**config.mk**
```make
export PLATFORM = sky130hd
export DESIGN_NAME = seg_readback
export DESIGN_NICKNAME = d
export VERILOG_FILES = /design/src/rtl/seg_pkg.sv /design/src/rtl/seg_glyph_dec.sv /design/src/rtl/seg_readback.sv
export SDC_FILE = /design/constraint.sdc
export NUM_CORES = 1
export LEC_CHECK = 0
export CORE_MARGIN = 4
export CORE_UTILIZATION = 35
export DETAILED_ROUTE_END_ITERATION = 6
export GPL_ROUTABILITY_DRIVEN = 0
export GPL_TIMING_DRIVEN = 0
export PLACE_DENSITY = 0.61
export SYNTH_ARGS = -nofsm -noshare
export SYNTH_HDL_FRONTEND = slang
export SYNTH_SLANG_ARGS = --single-unit
```
**constraint.sdc**
```tcl
create_clock -name clk -period 13.7 [get_ports clk]
set_input_delay 2.055 -clock clk [delete_from_list [all_inputs] [get_ports clk]]
set_output_delay 2.055 -clock clk [all_outputs]
set_load 0.02 [all_outputs]
```
**src/rtl/seg_pkg.sv**
```systemverilog
//============================================================================
// seg_pkg : glyph constants and FSM state type for seven-segment readback
// Rev 1.0
//============================================================================
`default_nettype none

package seg_pkg;

    // Lit-segment patterns (bit0..6 = a..g, 1 = lit) indexed by hex value.
    localparam logic [15:0][6:0] GLYPHS = {
        7'h71, 7'h79, 7'h5E, 7'h39, 7'h7C, 7'h77, 7'h6F, 7'h7F,
        7'h07, 7'h7D, 7'h6D, 7'h66, 7'h4F, 7'h5B, 7'h06, 7'h3F
    };

    localparam logic [6:0] SEG_BLANK = 7'h00;

    typedef enum logic [1:0] {
        IDLE   = 2'd0,
        SETTLE = 2'd1,
        OUT    = 2'd2
    } state_t;

endpackage

`default_nettype wire

```
**src/rtl/seg_glyph_dec.sv**
```systemverilog
//============================================================================
// seg_glyph_dec : active-low 7-segment pattern -> {hex, blank, err}
// Rev 1.0
//============================================================================
`default_nettype none

module seg_glyph_dec
    import seg_pkg::*;
(
    input  logic [6:0] pattern,
    output logic [3:0] hex,
    output logic       blank,
    output logic       err
);

    logic [6:0] lit;
    assign lit = ~pattern;

    always_comb begin
        hex   = 4'h0;
        blank = 1'b0;
        err   = 1'b1;
        if (lit == SEG_BLANK) begin
            blank = 1'b1;
            err   = 1'b0;
        end else begin
            for (int g = 0; g < 16; g++) begin
                if (lit == GLYPHS[g]) begin
                    hex = 4'(g);
                    err = 1'b0;
                end
            end
        end
    end

endmodule

`default_nettype wire

```
**src/rtl/seg_readback.sv**
```systemverilog
//============================================================================
// seg_readback : samples the seven-segment bus, emits one decoded frame per
// settled change. Define SEG_READBACK_DP_EN to include decimal points.
// Rev 1.0
//============================================================================
`default_nettype none

module seg_readback
    import seg_pkg::*;
#(
    parameter int NDIG       = 8,
    parameter int STABLE_CYC = 4
) (
    input  logic              clk,
    input  logic              rst,
    input  logic [NDIG*8-1:0] seg_bus,
    output logic              out_valid,
    input  logic              out_ready,
    output logic [NDIG*4-1:0] out_hex,
    output logic [NDIG-1:0]   out_blank,
    output logic [NDIG-1:0]   out_err,
    output logic [2:0]        out_dp_idx,
    output logic              out_dp_any,
    output logic              out_overrun
);

    localparam int CW = $clog2(STABLE_CYC + 1);
    localparam logic [CW-1:0] CNT_TOP = CW'(STABLE_CYC);
`ifdef SEG_READBACK_DP_EN
    localparam bit DP_EN = 1'b1;
`else
    localparam bit DP_EN = 1'b0;
`endif
    localparam logic [7:0]        DIG_MASK = DP_EN ? 8'hFF : 8'h7F;
    localparam logic [NDIG*8-1:0] CMP_MASK = {NDIG{DIG_MASK}};

    state_t              state;
    logic [NDIG*8-1:0]   bus_m;
    logic [NDIG*8-1:0]   snap;
    logic [NDIG*8-1:0]   last;
    logic [CW-1:0]       cnt;
    logic                pend_ovr;

    logic [NDIG*4-1:0]   dec_hex;
    logic [NDIG-1:0]     dec_blank;
    logic [NDIG-1:0]     dec_err;
    logic [2:0]          dec_dp_idx;
    logic                dec_dp_any;

    assign bus_m = seg_bus & CMP_MASK;

    generate
        for (genvar i = 0; i < NDIG; i++) begin : g_dig
            seg_glyph_dec u_dec (
                .pattern (snap[8*i +: 7]),
                .hex     (dec_hex[4*i +: 4]),
                .blank   (dec_blank[i]),
                .err     (dec_err[i])
            );
        end
    endgenerate

    // Downward scan so the lowest lit dp wins.
    always_comb begin
        dec_dp_any = 1'b0;
        dec_dp_idx = 3'd0;
        for (int i = NDIG - 1; i >= 0; i--) begin
            if (DP_EN && !snap[8*i+7]) begin
                dec_dp_any = 1'b1;
                dec_dp_idx = 3'(i);
            end
        end
    end

    always_ff @(posedge clk or posedge rst) begin
        if (rst) begin
            state       <= IDLE;
            snap        <= '0;
            last        <= CMP_MASK;   // all-ones within the compared bits
            cnt         <= '0;
            pend_ovr    <= 1'b0;
            out_valid   <= 1'b0;
            out_hex     <= '0;
            out_blank   <= '0;
            out_err     <= '0;
            out_dp_idx  <= 3'd0;
            out_dp_any  <= 1'b0;
            out_overrun <= 1'b0;
        end else begin
            case (state)
                IDLE: begin
                    if (bus_m != last) begin
                        state <= SETTLE;
                        snap  <= bus_m;
                        cnt   <= CW'(1);
                    end
                end
                SETTLE: begin
                    if (cnt >= CNT_TOP) begin
                        out_hex     <= dec_hex;
                        out_blank   <= dec_blank;
                        out_err     <= dec_err;
                        out_dp_idx  <= dec_dp_idx;
                        out_dp_any  <= dec_dp_any;
                        out_overrun <= pend_ovr;
                        pend_ovr    <= 1'b0;
                        out_valid   <= 1'b1;
                        last        <= snap;
                        state       <= OUT;
                    end else if (bus_m != snap) begin
                        snap <= bus_m;
                        cnt  <= CW'(1);
                    end else begin
                        cnt <= cnt + CW'(1);
                    end
                end
                OUT: begin
                    if (out_ready) begin
                        out_valid   <= 1'b0;
                        out_overrun <= 1'b0;
                        if (bus_m != last) begin
                            state <= SETTLE;
                            snap  <= bus_m;
                            cnt   <= CW'(1);
                        end else begin
                            state <= IDLE;
                        end
                    end else if (bus_m != last) begin
                        pend_ovr <= 1'b1;
                    end
                end
                default: state <= IDLE;
            endcase
        end
    end

endmodule

`default_nettype wire
```
==> flow_metrics.py, run 1 <==
metrics = {
    "setup_path": {
        "worstReg2RegEnd": "last[1]",
        "reg2regPathDepth": 6,
        "path_buf_inv": 3,
        "r2r-start": "state[1]",
        "required_ns": 14.02,
        "cpLargestDelayFamily": "simple AND/OR/NAND/NOR gates",
        "cp_cell_sequence": "clkdlybuf4s50_1 -> xnor2_1 -> nand4_1 -> nor4_1 -> nand3_1 -> nor4_4 -> nor2_1 -> buf_6 -> buf_6 -> mux2_4",
        "crit_slowest_cell": "clkdlybuf4s50_1",
        "critPathMostFrequentCell": "buf_6",
        "cp-end-kind": "register",
        "critPathLaunchType": "input pin",
        "critPathLaunch": "seg_bus[37]",
        "arrival_ns": 5.07,
        "rrSetupSlack_ns": 10.45,
        "critPathMaxFanout": 10,
        "critPathMaxStageDelay_ns": 0.54,
        "setup.worst_path.class": "in -> reg",
    },
    "floorplan": {
        "die_area_sq_mm": 0.03143,
        "core_sq_mm": 0.02801,
        "die_y_microns": 177.3,
        "rows": 61,
        "die_x_microns": 177.3,
        "ioPinCount": 121,
        "start_util": 0.3581,
    },
    "pwr": {
        "vdd_ir_drop_max_uv": 87.21,
        "power_density_mw_per_mm2": 95.74,
        "power.leakage_nw": 5.009,
        "total_power_mw": 1.171,
    },
    "detailed_routing": {
        "drtIter0Drc": 1075,
        "vias": 9325,
        "wire_per_inst_microns": 20.14,
        "drt-pass1-iter-count": 6,
        "drt_wl_total_mm": 33.75,
        "ant_nets": 0,
        "routed_via_density": 5.564,
        "route.detailed.drc": 0,
    },
    "timing": {
        "rsz0062_at_grt": "false",
        "finClkSkew_ns": 0.01153,
        "finalCritPeriodShare": 0.3467,
        "setup_viol": 0,
        "hold_ws_ns": 0.4637,
        "hold_viol": 0,
        "finalCriticalPeriod_ns": 4.749,
        "slew_viol_final": 0,
        "fmax_ghz": 0.2106,
        "slew-limit-headroom": 0.2593,
        "tightest_slew_ns": 1.111,
        "setup-tns-final_ns": 0,
    },
    "clocking": {
        "cts_root_buf": "clkbuf_16",
        "cts_buffer_depth": 2,
        "htreeDepth": 4,
        "path_clk_slew_ns": 0.06,
        "cts_buffers": 17,
        "clkSinkCount": 168,
        "hold_buffers": 0,
        "cts_setup_buffers": 0,
        "tritoncts": "yes",
        "cts_resized": 0,
        "worstSkewPairLatency_ns": 0.44,
    },
    "cells_and_area": {
        "diodes": 0,
        "post_route_cells_drive_above_1_share": 0.1225,
        "final_common_cell": "nand2_1",
        "instances_no_fill": 1676,
        "area_delta_synth_final_pct": 21.94,
        "layout_common_cells": "nand2_1, dfrtp_1, clkdlybuf4s50_1",
        "final_nets": 1353,
        "final_area_sq_mm": 0.01223,
    },
    "yosys": {
        "yosys_warnings": 0,
        "synth_mux_area_frac": 0.06623,
        "ys_seq_area_frac": 0.4261,
        "synth_top_family_by_area": "simple AND/OR/NAND/NOR gates",
        "synth-xor-area-share": 0.08033,
        "synth_edf_count": 0,
        "yosys.area_share.simple": 0.2013,
        "synth.avg_cell_area_sq_um": 8.692,
        "synth.distinct_cells": 68,
        "async_flop_share": 1.000,
        "netlist_area_sq_mm": 0.01003,
        "ys_ff_latch": 168,
        "synth_fa_ha_area_frac": 0.002245,
        "ys.flop_type": "dfrtp_1",
        "netlist_instances": 1154,
        "synth_compound_area_frac": 0.1614,
    },
    "worst_hold_path": {
        "min_to": "last[10]",
        "whs_path_depth": 2,
        "hp-class": "reg -> reg",
        "hp-start": "last[10]",
    },
    "placed_design": {
        "placedCellCount": 1644,
        "port_buffers": 108,
        "place_area_sq_mm": 0.01163,
        "post-dp-hpwl_mm": 24.79,
    },
    "global_routing": {
        "overflow": 0,
        "grt_antenna_before_repair": 0,
        "grt_start_max_net_pins": 94,
        "grtUsageTotal": 0.2130,
        "grt_pass1_vias": 8759,
        "grt_pass1_wl_mm": 51.48,
    },
    "run": {
        "maxCapViolCount": 0,
    },
    "run_status": {
        "status": "finished clean",
    },
}
## cell families (layout without fill, tap and decap cells)
logic type                 after synthesis  after routing
and+or+nand+nor                        438            438
buffers and inverters                  151            292
other                                    1              4
adders and majority gates                2              2
AOI/OAI and AO/OA                      245            245
xor gates and xnor gates                92             92
muxes                                   57             57
DFF                                    168            168
## how the worst max path moves through the flow
stage	cells past startpoint	slack, ns	to
final	10	8.95	snap[62]
after detailed placement	10	8.70	snap[12]
after CTS	10	9.14	snap[8]
after global routing	10	8.98	snap[9]
after global placement	2	4.52	out_blank[2]
after floorplan	1	7.19	cnt[0]
## worst reg2reg max path: stages (launching register included)
cell,delay [ns]
dfrtp_1,0.48
nor2b_1,0.15
nand2_1,0.18
clkbuf_1,0.64
clkbuf_1,0.64
buf_1,0.82
o21ai_0,0.22
## stage by stage
step	setup slack (ns)	utilization
2_1_floorplan	7.191	-
3_3_place_gp	4.516	0.4140
3_5_place_dp	8.705	0.4152
4_1_cts	9.144	0.4367
5_1_grt	8.983	0.4367
6_report	8.951	0.4367
## routing by layer
metal / up-vias / global-route usage / wire, microns
met5: - / 0 / 0
met4: 0 / 0.06832 / 1029
met3: 62 / 0.04176 / 2641
met2: 429 / 0.3298 / 15140
met1: 4527 / 0.3011 / 14940
li1: 4307 / - / -
## flip-flops by register name (all words and copies together) (netlist names)
signal / count
state: 2
snap: 56
pend_ovr: 1
last: 56
out_blank: 8
cnt: 3
out_err: 8
out_hex: 32
out_overrun: 1
out_valid: 1
## synthesized netlist by cell type (18+ instances only)
cell | count | area share
dfrtp_1 | 112 | 0.28
xor2_1 | 30 | 0.026
mux2_2 | 27 | 0.030
mux2i_1 | 18 | 0.018
o21ai_0 | 67 | 0.033
o22ai_1 | 25 | 0.016
clkbuf_1 | 64 | 0.024
nand3_1 | 21 | 0.010
inv_1 | 53 | 0.020
xnor2_1 | 62 | 0.054
nor4_1 | 25 | 0.016
a31oi_1 | 20 | 0.012
nor2_1 | 81 | 0.030
a21oi_1 | 38 | 0.019
nand2_1 | 199 | 0.074
nor3_1 | 27 | 0.013
dfstp_2 | 56 | 0.15
nand4_1 | 31 | 0.019
## power by group
part	leakage (nW)	switching, mW	internal [mW]
Sequential	2.00	0.00780	0.505
Combinational	2.71	0.0963	0.0562
Clock	0.297	0.205	0.300
Total	5.01	0.310	0.862
## cell type report
class	count	area [sq um]
clock inverter	9	122.6
sequential	168	4274
fill	2787	15780
inverter	57	221.5
buffer	94	407.9
multi-input combinational	838	5146
clock buffer	23	478.0
tap	378	473.0
timing repair buffer	109	1109
(Power assumes the default switching activity.)
==> run 2, diff against run 1 <==
--- a/config.mk
+++ b/config.mk
@@ -10,7 +10,7 @@
 export DETAILED_ROUTE_END_ITERATION = 6
 export GPL_ROUTABILITY_DRIVEN = 0
 export GPL_TIMING_DRIVEN = 0
-export PLACE_DENSITY = 0.61
+export PLACE_DENSITY = 0.63
 export SYNTH_ARGS = -nofsm -noshare
 export SYNTH_HDL_FRONTEND = slang
 export SYNTH_SLANG_ARGS = --single-unit
==> constraint.sdc (replaced) <==
create_clock -name clk -period 4.25 [get_ports clk]
set_input_delay 0.6375 -clock clk [delete_from_list [all_inputs] [get_ports clk]]
set_output_delay 0.6375 -clock clk [all_outputs]
set_load 0.02 [all_outputs]
==> run 2 against run 1 <==
Compared with the run above: sequential power grew to 3.2 times the previous value; cell count is 0.24% higher; non-clock buffer count is 4 higher; clock-buffer cell count is 4 lower; die area stayed put; hold slack hardly changed; clock skew is 0.00072 ns lower; register-to-register slack worse by 9.5 ns; total power grew to 3.3 times the previous value; worst setup slack worse by 8.0 ns; via count is 0.48% higher.
==> flow_metrics.py, run 2 (synthesized netlist as in run 1, its figures left out) <==
metrics = {
    "run_status": {
        "status": "finished clean",
    },
    "global_routing": {
        "grt_start_max_net_pins": 36,
        "overflow": 0,
        "grt_pass1_vias": 8740,
        "grtUsageTotal": 0.2126,
        "grt_pass1_wl_mm": 51.21,
        "grt_antenna_before_repair": 0,
    },
    "placed_design": {
        "placedCellCount": 1648,
        "post-dp-hpwl_mm": 25.10,
        "place_ws_ns": 0.6708,
        "port_buffers": 108,
    },
    "timing": {
        "slew_viol_final": 0,
        "rsz0062_at_grt": "false",
        "finalCritPeriodShare": 0.7668,
        "slew-limit-headroom": 0.2838,
        "tightest_slew_ns": 1.074,
        "finalCriticalPeriod_ns": 3.259,
        "hold_viol": 0,
        "setup_viol": 0,
        "finalWorstSetupSlack_ns": 0.9912,
        "fmax_ghz": 0.3069,
        "finClkSkew_ns": 0.01081,
    },
    "cells_and_area": {
        "area_delta_synth_final_pct": 22.84,
        "final_common_cell": "nand2_1",
        "reg.largest.list": "last: 56 flops, snap: 56 flops, out_hex: 32 flops",
        "post_route_cells_drive_above_1_share": 0.1275,
        "layout_common_cells": "nand2_1, dfrtp_1, clkdlybuf4s50_1",
        "final_nets": 1357,
        "postLayoutCoreUtil": 0.4399,
        "diodes": 0,
        "instances_no_fill": 1680,
    },
    "pwr": {
        "power_density_mw_per_mm2": 309.7,
        "vdd_ir_drop_max_uv": 322.8,
        "p_switching_mw": 1.038,
        "power_frac_clock": 0.436,
        "power_frac_seq": 0.433,
        "intPower_mw": 2.779,
        "power.leakage_nw": 5.034,
        "swShare": 0.2720,
        "pwr-share-comb": 0.131,
    },
    "clocking": {
        "htreeDepth": 4,
        "clkSinkCount": 168,
        "cts_root_buf": "clkbuf_16",
        "worstSkewPairLatency_ns": 0.44,
        "cts_buffers": 17,
        "cts_setup_buffers": 0,
        "path_clk_slew_ns": 0.07,
        "cts_buffer_depth": 2,
        "hold_buffers": 0,
        "cts_resized": 0,
        "tritoncts": "yes",
    },
    "setup_path": {
        "worstReg2RegEnd": "last[33]",
        "reg2regPathDepth": 7,
        "arrival_ns": 3.58,
        "crit_slowest_cell": "clkdlybuf4s50_1",
        "critPathMostFrequentCell": "buf_6",
        "r2r-start": "state[1]",
        "cp_cell_sequence": "clkdlybuf4s50_1 -> xnor2_1 -> nand4_1 -> nor4_1 -> nand3_1 -> nor4_4 -> nor2_1 -> buf_6 -> buf_6 -> mux2_4",
        "cpLargestDelayFamily": "simple AND/OR/NAND/NOR gates",
        "critPathMaxStageDelay_ns": 0.50,
        "setup.worst_path.class": "in -> reg",
        "critPathMaxFanout": 10,
        "path_buf_inv": 3,
        "rrSetupSlack_ns": 0.99,
        "cp-end-kind": "register",
        "required_ns": 4.57,
        "critPathLaunchType": "input pin",
    },
    "floorplan": {
        "rows": 61,
        "core_sq_mm": 0.02801,
        "die_x_microns": 177.3,
        "ioPinCount": 121,
        "start_util": 0.3581,
        "die_y_microns": 177.3,
        "die_area_sq_mm": 0.03143,
    },
    "detailed_routing": {
        "wire_per_inst_microns": 19.93,
        "drtIter0Drc": 1060,
        "route.detailed.drc": 0,
        "drt_wl_total_mm": 33.49,
        "vias": 9370,
        "routed_via_density": 5.577,
        "ant_nets": 0,
        "drt-pass1-iter-count": 7,
    },
    "worst_hold_path": {
        "min_to": "last[22]",
        "hp-start": "last[22]",
        "whs_path_depth": 2,
        "hp-class": "reg -> reg",
    },
    "run": {
        "maxCapViolCount": 0,
    },
}
## run 2: how the worst max path moves through the flow
stage,startpoint,end,slack [ns],cells past startpoint
global placement,rst,out_blank[2],-0.1,2
floorplan,rst,cnt[0],1.52,1
detailed placement,seg_bus[37],snap[0],0.67,10
global route,state[1],last[28],0.87,7
finish,seg_bus[37],snap[0],0.99,10
CTS,state[1],last[33],0.99,7
## run 2: power by group through the flow
stage | clock network [mW] | registers, mW | logic [mW]
floorplan | 0 | 1.67 | 0.292
global placement | 0 | 1.68 | 0.475
detailed placement | 0 | 1.68 | 0.489
CTS | 1.68 | 1.65 | 0.492
global route | 1.75 | 1.66 | 0.540
finish | 1.66 | 1.65 | 0.498
## run 2: worst min-delay path: stages, from the launching register on
cell     delay [ns]
dfstp_2        0.37
nand2_1        0.05
nand2_1        0.04
## run 2: per-layer routing
layer | vias to the layer above | part of all wire | wire length, microns | track usage
li1 | 4334 | - | - | -
met1 | 4508 | 0.44 | 14800 | 0.2970
met2 | 452 | 0.44 | 14710 | 0.3210
met3 | 74 | 0.077 | 2580 | 0.04261
met4 | 2 | 0.040 | 1341 | 0.08927
met5 | - | 0.0016 | 55 | 0.01282
## run 2: layout make-up
type	count	area [sq um]
Multi-Input combinational cell	838	5146
Clock inverter	13	168.9
Fill cell	2753	15690
Buffer	94	407.9
Inverter	57	217.7
Clock buffer	19	452.9
Tap cell	378	473.0
Timing Repair Buffer	113	1181
Sequential cell	168	4274
## run 2: stage by stage
step	hold WS (ns)	TNS, ns	cell area (sq um)	power, mW
floorplan	0.4461	0	10050	1.965
global placement	0.4516	-8.186	11600	2.155
detailed placement	0.4552	0	11700	2.170
CTS	0.4652	0	12320	3.826
global route	0.4725	0	12320	3.945
finish	0.4633	0	12320	3.817
==> run 3, diff against run 2 <==
==> constraint.sdc (replaced) <==
create_clock -name clk -period 2.7 [get_ports clk]
set_input_delay 0.405 -clock clk [delete_from_list [all_inputs] [get_ports clk]]
set_output_delay 0.405 -clock clk [all_outputs]
set_load 0.02 [all_outputs]
==> run 3 against run 2 <==
Compared with the run above: critical endpoint is now snap[13]; hold slack worse by 0.091 ns; largest cell class unchanged; clock skew decreased by 0.00058 ns; sequential power rose by 58%; register-to-register slack worse by 0.89 ns; clock power grew 58%; flip-flop and latch count is the same.
==> flow_metrics.py, run 3 (synthesized netlist as in run 1, its figures left out) <==
metrics = {
    "clocking": {
        "cts_root_buf": "clkbuf_16",
        "worstSkewPairLatency_ns": 0.44,
        "cts_buffer_depth": 2,
        "cts_buffers": 17,
        "htreeDepth": 4,
        "path_clk_slew_ns": 0.07,
        "clkSinkCount": 168,
        "hold_buffers": 0,
        "tritoncts": "yes",
    },
    "timing": {
        "finalCriticalPeriod_ns": 2.596,
        "hold_viol": 0,
        "slew_viol_final": 0,
        "slew-limit-headroom": 0.3459,
        "tightest_slew_ns": 0.9811,
        "finalCritPeriodShare": 0.9613,
        "fmax_ghz": 0.3853,
        "finClkSkew_ns": 0.01023,
        "rsz0062_at_grt": "false",
        "setup_viol": 0,
    },
    "floorplan": {
        "die_x_microns": 177.3,
        "rows": 61,
        "start_util": 0.3581,
        "die_area_sq_mm": 0.03143,
        "ioPinCount": 121,
        "core_sq_mm": 0.02801,
        "die_y_microns": 177.3,
    },
    "placed_design": {
        "post-dp-hpwl_mm": 25.10,
        "port_buffers": 108,
        "place_area_sq_mm": 0.01170,
    },
    "detailed_routing": {
        "route.detailed.drc": 0,
        "drt_wl_total_mm": 33.68,
        "ant_nets": 0,
        "drtIter0Drc": 1072,
        "drt-pass1-iter-count": 7,
        "routed_via_density": 5.595,
        "vias": 9389,
        "wire_per_inst_microns": 20.07,
    },
    "setup_path": {
        "cp-end-kind": "register",
        "cpLargestDelayFamily": "simple AND/OR/NAND/NOR gates",
        "critPathLaunchType": "register",
        "critPathMaxStageDelay_ns": 0.51,
        "critPathMaxFanout": 10,
        "critPathMostFrequentCell": "buf_6",
        "crit_slowest_cell": "dfrtp_1",
        "path_buf_inv": 2,
        "arrival_ns": 2.91,
        "cp_cell_sequence": "xor2_1 -> nor4_1 -> nand4_1 -> nor4_4 -> nor2_2 -> buf_6 -> buf_6 -> mux2_4",
        "required_ns": 3.01,
        "setup.worst_path.class": "reg -> reg",
    },
    "run": {
        "maxCapViolCount": 0,
    },
    "cells_and_area": {
        "final_nets": 1355,
        "fillers": 2728,
        "final_common_cell": "nand2_1",
        "reg.largest.list": "last: 56 flops, snap: 56 flops, out_hex: 32 flops",
        "post_route_cells_drive_above_1_share": 0.1554,
        "multi_input_area_sq_mm": 0.005278,
        "area_delta_synth_final_pct": 24.57,
        "seq_area_sq_mm": 0.004278,
        "final_area_sq_mm": 0.01250,
        "layout_common_cells": "nand2_1, dfrtp_1, clkdlybuf4s50_1",
        "diodes": 0,
    },
    "global_routing": {
        "overflow": 0,
        "grt_start_max_net_pins": 36,
        "grt_pass1_wl_mm": 51.32,
        "grt_pass1_vias": 8749,
        "grtUsageTotal": 0.2129,
        "grt_antenna_before_repair": 0,
    },
    "pwr": {
        "power_density_mw_per_mm2": 482.0,
        "vdd_ir_drop_max_uv": 479.0,
        "total_power_mw": 6.023,
        "power.leakage_nw": 5.118,
    },
    "run_status": {
        "status": "finished clean",
    },
    "worst_hold_path": {
        "hp-class": "in -> async",
    },
}
[run 3: worst paths after layout]
path | endpoint | slack, ns | start | cells after the start
max in group asynchronous | last[18] | 1.44 | rst | 4
min | out_err[0] | 0.37 | rst | 2
min in group clk | snap[46] | 0.46 | seg_bus[46] | 2
max reg2reg | snap[13] | 0.10 | snap[43] | 8
max | snap[13] | 0.10 | snap[43] | 8
min reg2reg | last[22] | 0.46 | last[22] | 2
[run 3: what timing repair did]
action                                  4_1_cts  5_1_grt
endpoints found under the setup margin      117       42
resized for setup                            22       19
pin swaps                                     4        8
setup buffers                                 1        3
[run 3: cell type report]
cell class,instances,area share
buffer,88,0.03224
multi-input combinational,838,0.4224
timing repair buffer,117,0.09723
tap,378,0.03785
clock inverter,13,0.01352
clock buffer,19,0.03625
inverter,57,0.01822
sequential,168,0.3423
[run 3: power breakdown]
| group | total, mW | internal, mW | switching [mW] |
|---|---|---|---|
| combinational | 0.792 | 0.302 | 0.490 |
| sequential | 2.61 | 2.56 | 0.0500 |
| clock | 2.62 | 1.52 | 1.10 |
| total | 6.02 | 4.38 | 1.64 |
[run 3: metrics by stage]
stage | worst slack, ns | hold WS (ns) | cells | utilization | TNS [ns]
after floorplan | 0.2000 | 0.4461 | 1157 | - | 0
final | 0.1044 | 0.3723 | 1678 | 0.4461 | 0
after global placement | -1.414 | 0.4516 | 1643 | 0.4141 | -236.21
after CTS | 0.005346 | 0.3799 | 1677 | 0.4428 | 0
after detailed placement | -0.6467 | 0.4552 | 1648 | 0.4177 | -48.05
after global routing | 0.009746 | 0.4104 | 1678 | 0.4461 | 0
[run 3: routing by layer]
layer	share of wire	GRT usage	wire length, microns
met1	0.44	0.2972	14890
met2	0.44	0.3230	14970
met3	0.071	0.04218	2396
met4	0.041	0.08798	1375
met5	0.0016	0.01282	55
==> patch (settings of run 3) <==
Register the output `out_overrun` once more, without a reset; this adds one clock of latency there. The other outputs are not delayed to match.
--- a/src/rtl/seg_readback.sv
+++ b/src/rtl/seg_readback.sv
@@ -33,6 +33,8 @@
 `endif
     localparam logic [7:0]        DIG_MASK = DP_EN ? 8'hFF : 8'h7F;
     localparam logic [NDIG*8-1:0] CMP_MASK = {NDIG{DIG_MASK}};
+
+    logic out_overrun_s0;
 
     state_t              state;
     logic [NDIG*8-1:0]   bus_m;
@@ -85,7 +87,7 @@
             out_err     <= '0;
             out_dp_idx  <= 3'd0;
             out_dp_any  <= 1'b0;
-            out_overrun <= 1'b0;
+            out_overrun_s0 <= 1'b0;
         end else begin
             case (state)
                 IDLE: begin
@@ -102,7 +104,7 @@
                         out_err     <= dec_err;
                         out_dp_idx  <= dec_dp_idx;
                         out_dp_any  <= dec_dp_any;
-                        out_overrun <= pend_ovr;
+                        out_overrun_s0 <= pend_ovr;
                         pend_ovr    <= 1'b0;
                         out_valid   <= 1'b1;
                         last        <= snap;
@@ -117,7 +119,7 @@
                 OUT: begin
                     if (out_ready) begin
                         out_valid   <= 1'b0;
-                        out_overrun <= 1'b0;
+                        out_overrun_s0 <= 1'b0;
                         if (bus_m != last) begin
                             state <= SETTLE;
                             snap  <= bus_m;
@@ -134,6 +136,10 @@
         end
     end
 
+    always_ff @(posedge clk) begin
+        out_overrun <= out_overrun_s0;
+    end
+
 endmodule
 
 `default_nettype wire
Function: same outputs for any inputs over 4 cycles, from zero or initial values and one cycle with rst high; that may be too few to reach the edited logic, so the function may still have changed.
==> patch against run 3 <==
  * The flow now finishes with violations (DRC)
  * Synthesized area rose by 1.2%
  * Total power fell by 0.72%
  * Sequential power barely moved
  * Final area rose by 0.33%
  * Sequential cell count rose by 1
  * Worst setup slack got worse by 0.039 ns
  * Synthesized cell count fell by 0.52%
  * Routed wire length fell by 4.5%
  * Die area rose by 1.1%
  * Maximum frequency fell by 1.5%
  * Largest power group is now sequential cells
  * Highest routed layer is now met4
==> patch: results (changes against run 3) <==
* Yosys cell types at 63 (was 68)
* Final Total Pwr at 5980 uW (was 6020 uW)
* Largest net degree at the start of global routing at 38 (was 36)
* Worst-Margin Slew at 1.07 ns (was 0.981 ns)
* Outcome: finished, violations left (was complete, no violations)
* First-pass GRT wire length at 50000 um (was 51300 um)
* Met3 Use GR at 3.90% (was 4.22%)
* GR Util met2 at 32.4% (was 32.3%)
* Highest metal used: met4 (was met5)
* Yosys reg bits at 169 (was 168)
* Synth Area in Adders at 0.123% (was 0.225%)
* Sw Ratio at 27.9% (was 27.3%)
* Gr usage total at 20.3% (was 21.3%)
* Dpl hpwl at 23900 um (was 25100 um)
* # nets final at 1349 (was 1355)
* Routed wl met3 at 2340 um (was 2400 um)
* Commonest cells post-synth: nand2_1 (215), dfrtp_1 (112), xnor2_1 (86), nor2_1 (82), clkbuf_1 (72) (was nand2_1 (199), dfrtp_1 (112), nor2_1 (81), o21ai_0 (67), clkbuf_1 (64))
* Mux cell area share after synthesis at 7.30% (was 6.62%)
* Seq/Total Area, Yosys at 42.3% (was 42.6%)
* Arr. time, crit path at 2.95 ns (was 2.91 ns)
* Synth Area in Compound Gates at 14.5% (was 16.1%)
* M1 GR Usage at 28.4% (was 29.7%)
* Initial DRC Count at 786 (was 1072)
* Layout cell share with drive strength beyond 1 at 14.3% (was 15.5%)
* Largest cells by area after synthesis: dfrtp_1 (28%), dfstp_2 (15%), nand2_1 (8.0%) (was dfrtp_1 (28%), dfstp_2 (15%), nand2_1 (7.4%))
* Pre-CTS setup slack at -0.710 ns (was -0.647 ns)
* Residual DRC at 9 (was 0)
* Worst IR Drop VDD at 0.000410 V (was 0.000479 V)
* Synthesized instance count at 1148 (was 1154)
* Slowest stage cell, crit path: clkdlybuf4s50_1 (was dfrtp_1)
* Met2 WL at 14800 um (was 15000 um)
* Failing checks: DRC
* Placed cell area at 0.0118 mm2 (was 0.0117 mm2)
* Layout Skew at 0.0105 ns (was 0.0102 ns)
* WL met1 at 14500 um (was 14900 um)
* Vias/cell at 5.38 (was 5.60)
* Vias in the first global route at 8760 (was 8749)
* Logic pwr share at 13.5% (was 13.2%)
* WL per Instance at 19.2 um (was 20.1 um)
* FILL cells at 2765 (was 2728)
* Clk pwr at 2550 uW (was 2620 uW)
## patch: worst paths after layout
| kind | from | to | slack, ns | cells past startpoint |
|---|---|---|---|---|
| min in group clk | out_overrun_s0 | out_overrun | 0.42 | 0 |
| hold reg to reg | out_overrun_s0 | out_overrun | 0.42 | 0 |
| setup / recovery | seg_bus[18] | snap[13] | 0.07 | 10 |
| setup reg to reg | snap[34] | snap[13] | 0.14 | 10 |
| max in group asynchronous | rst | last[13] | 1.41 | 5 |
| hold / removal | rst | out_hex[19] | 0.28 | 2 |
## patch: layout make-up
type | instances | area [um2] | share of cell area [%]
inverters | 31 | 120 | 0.958
multi-input cells | 855 | 5440 | 43.4
plain buffers | 94 | 415 | 3.31
clock inverters | 14 | 164 | 1.31
flip-flops and latches | 169 | 4290 | 34.3
clock buffers | 18 | 439 | 3.50
repair buffers | 113 | 1180 | 9.44
well taps | 384 | 480 | 3.83
## patch: timing repair
action | CTS | global route
setup endpoints to repair | 68 | 48
resized for setup | 11 | 10
pin swaps | 3 | 1
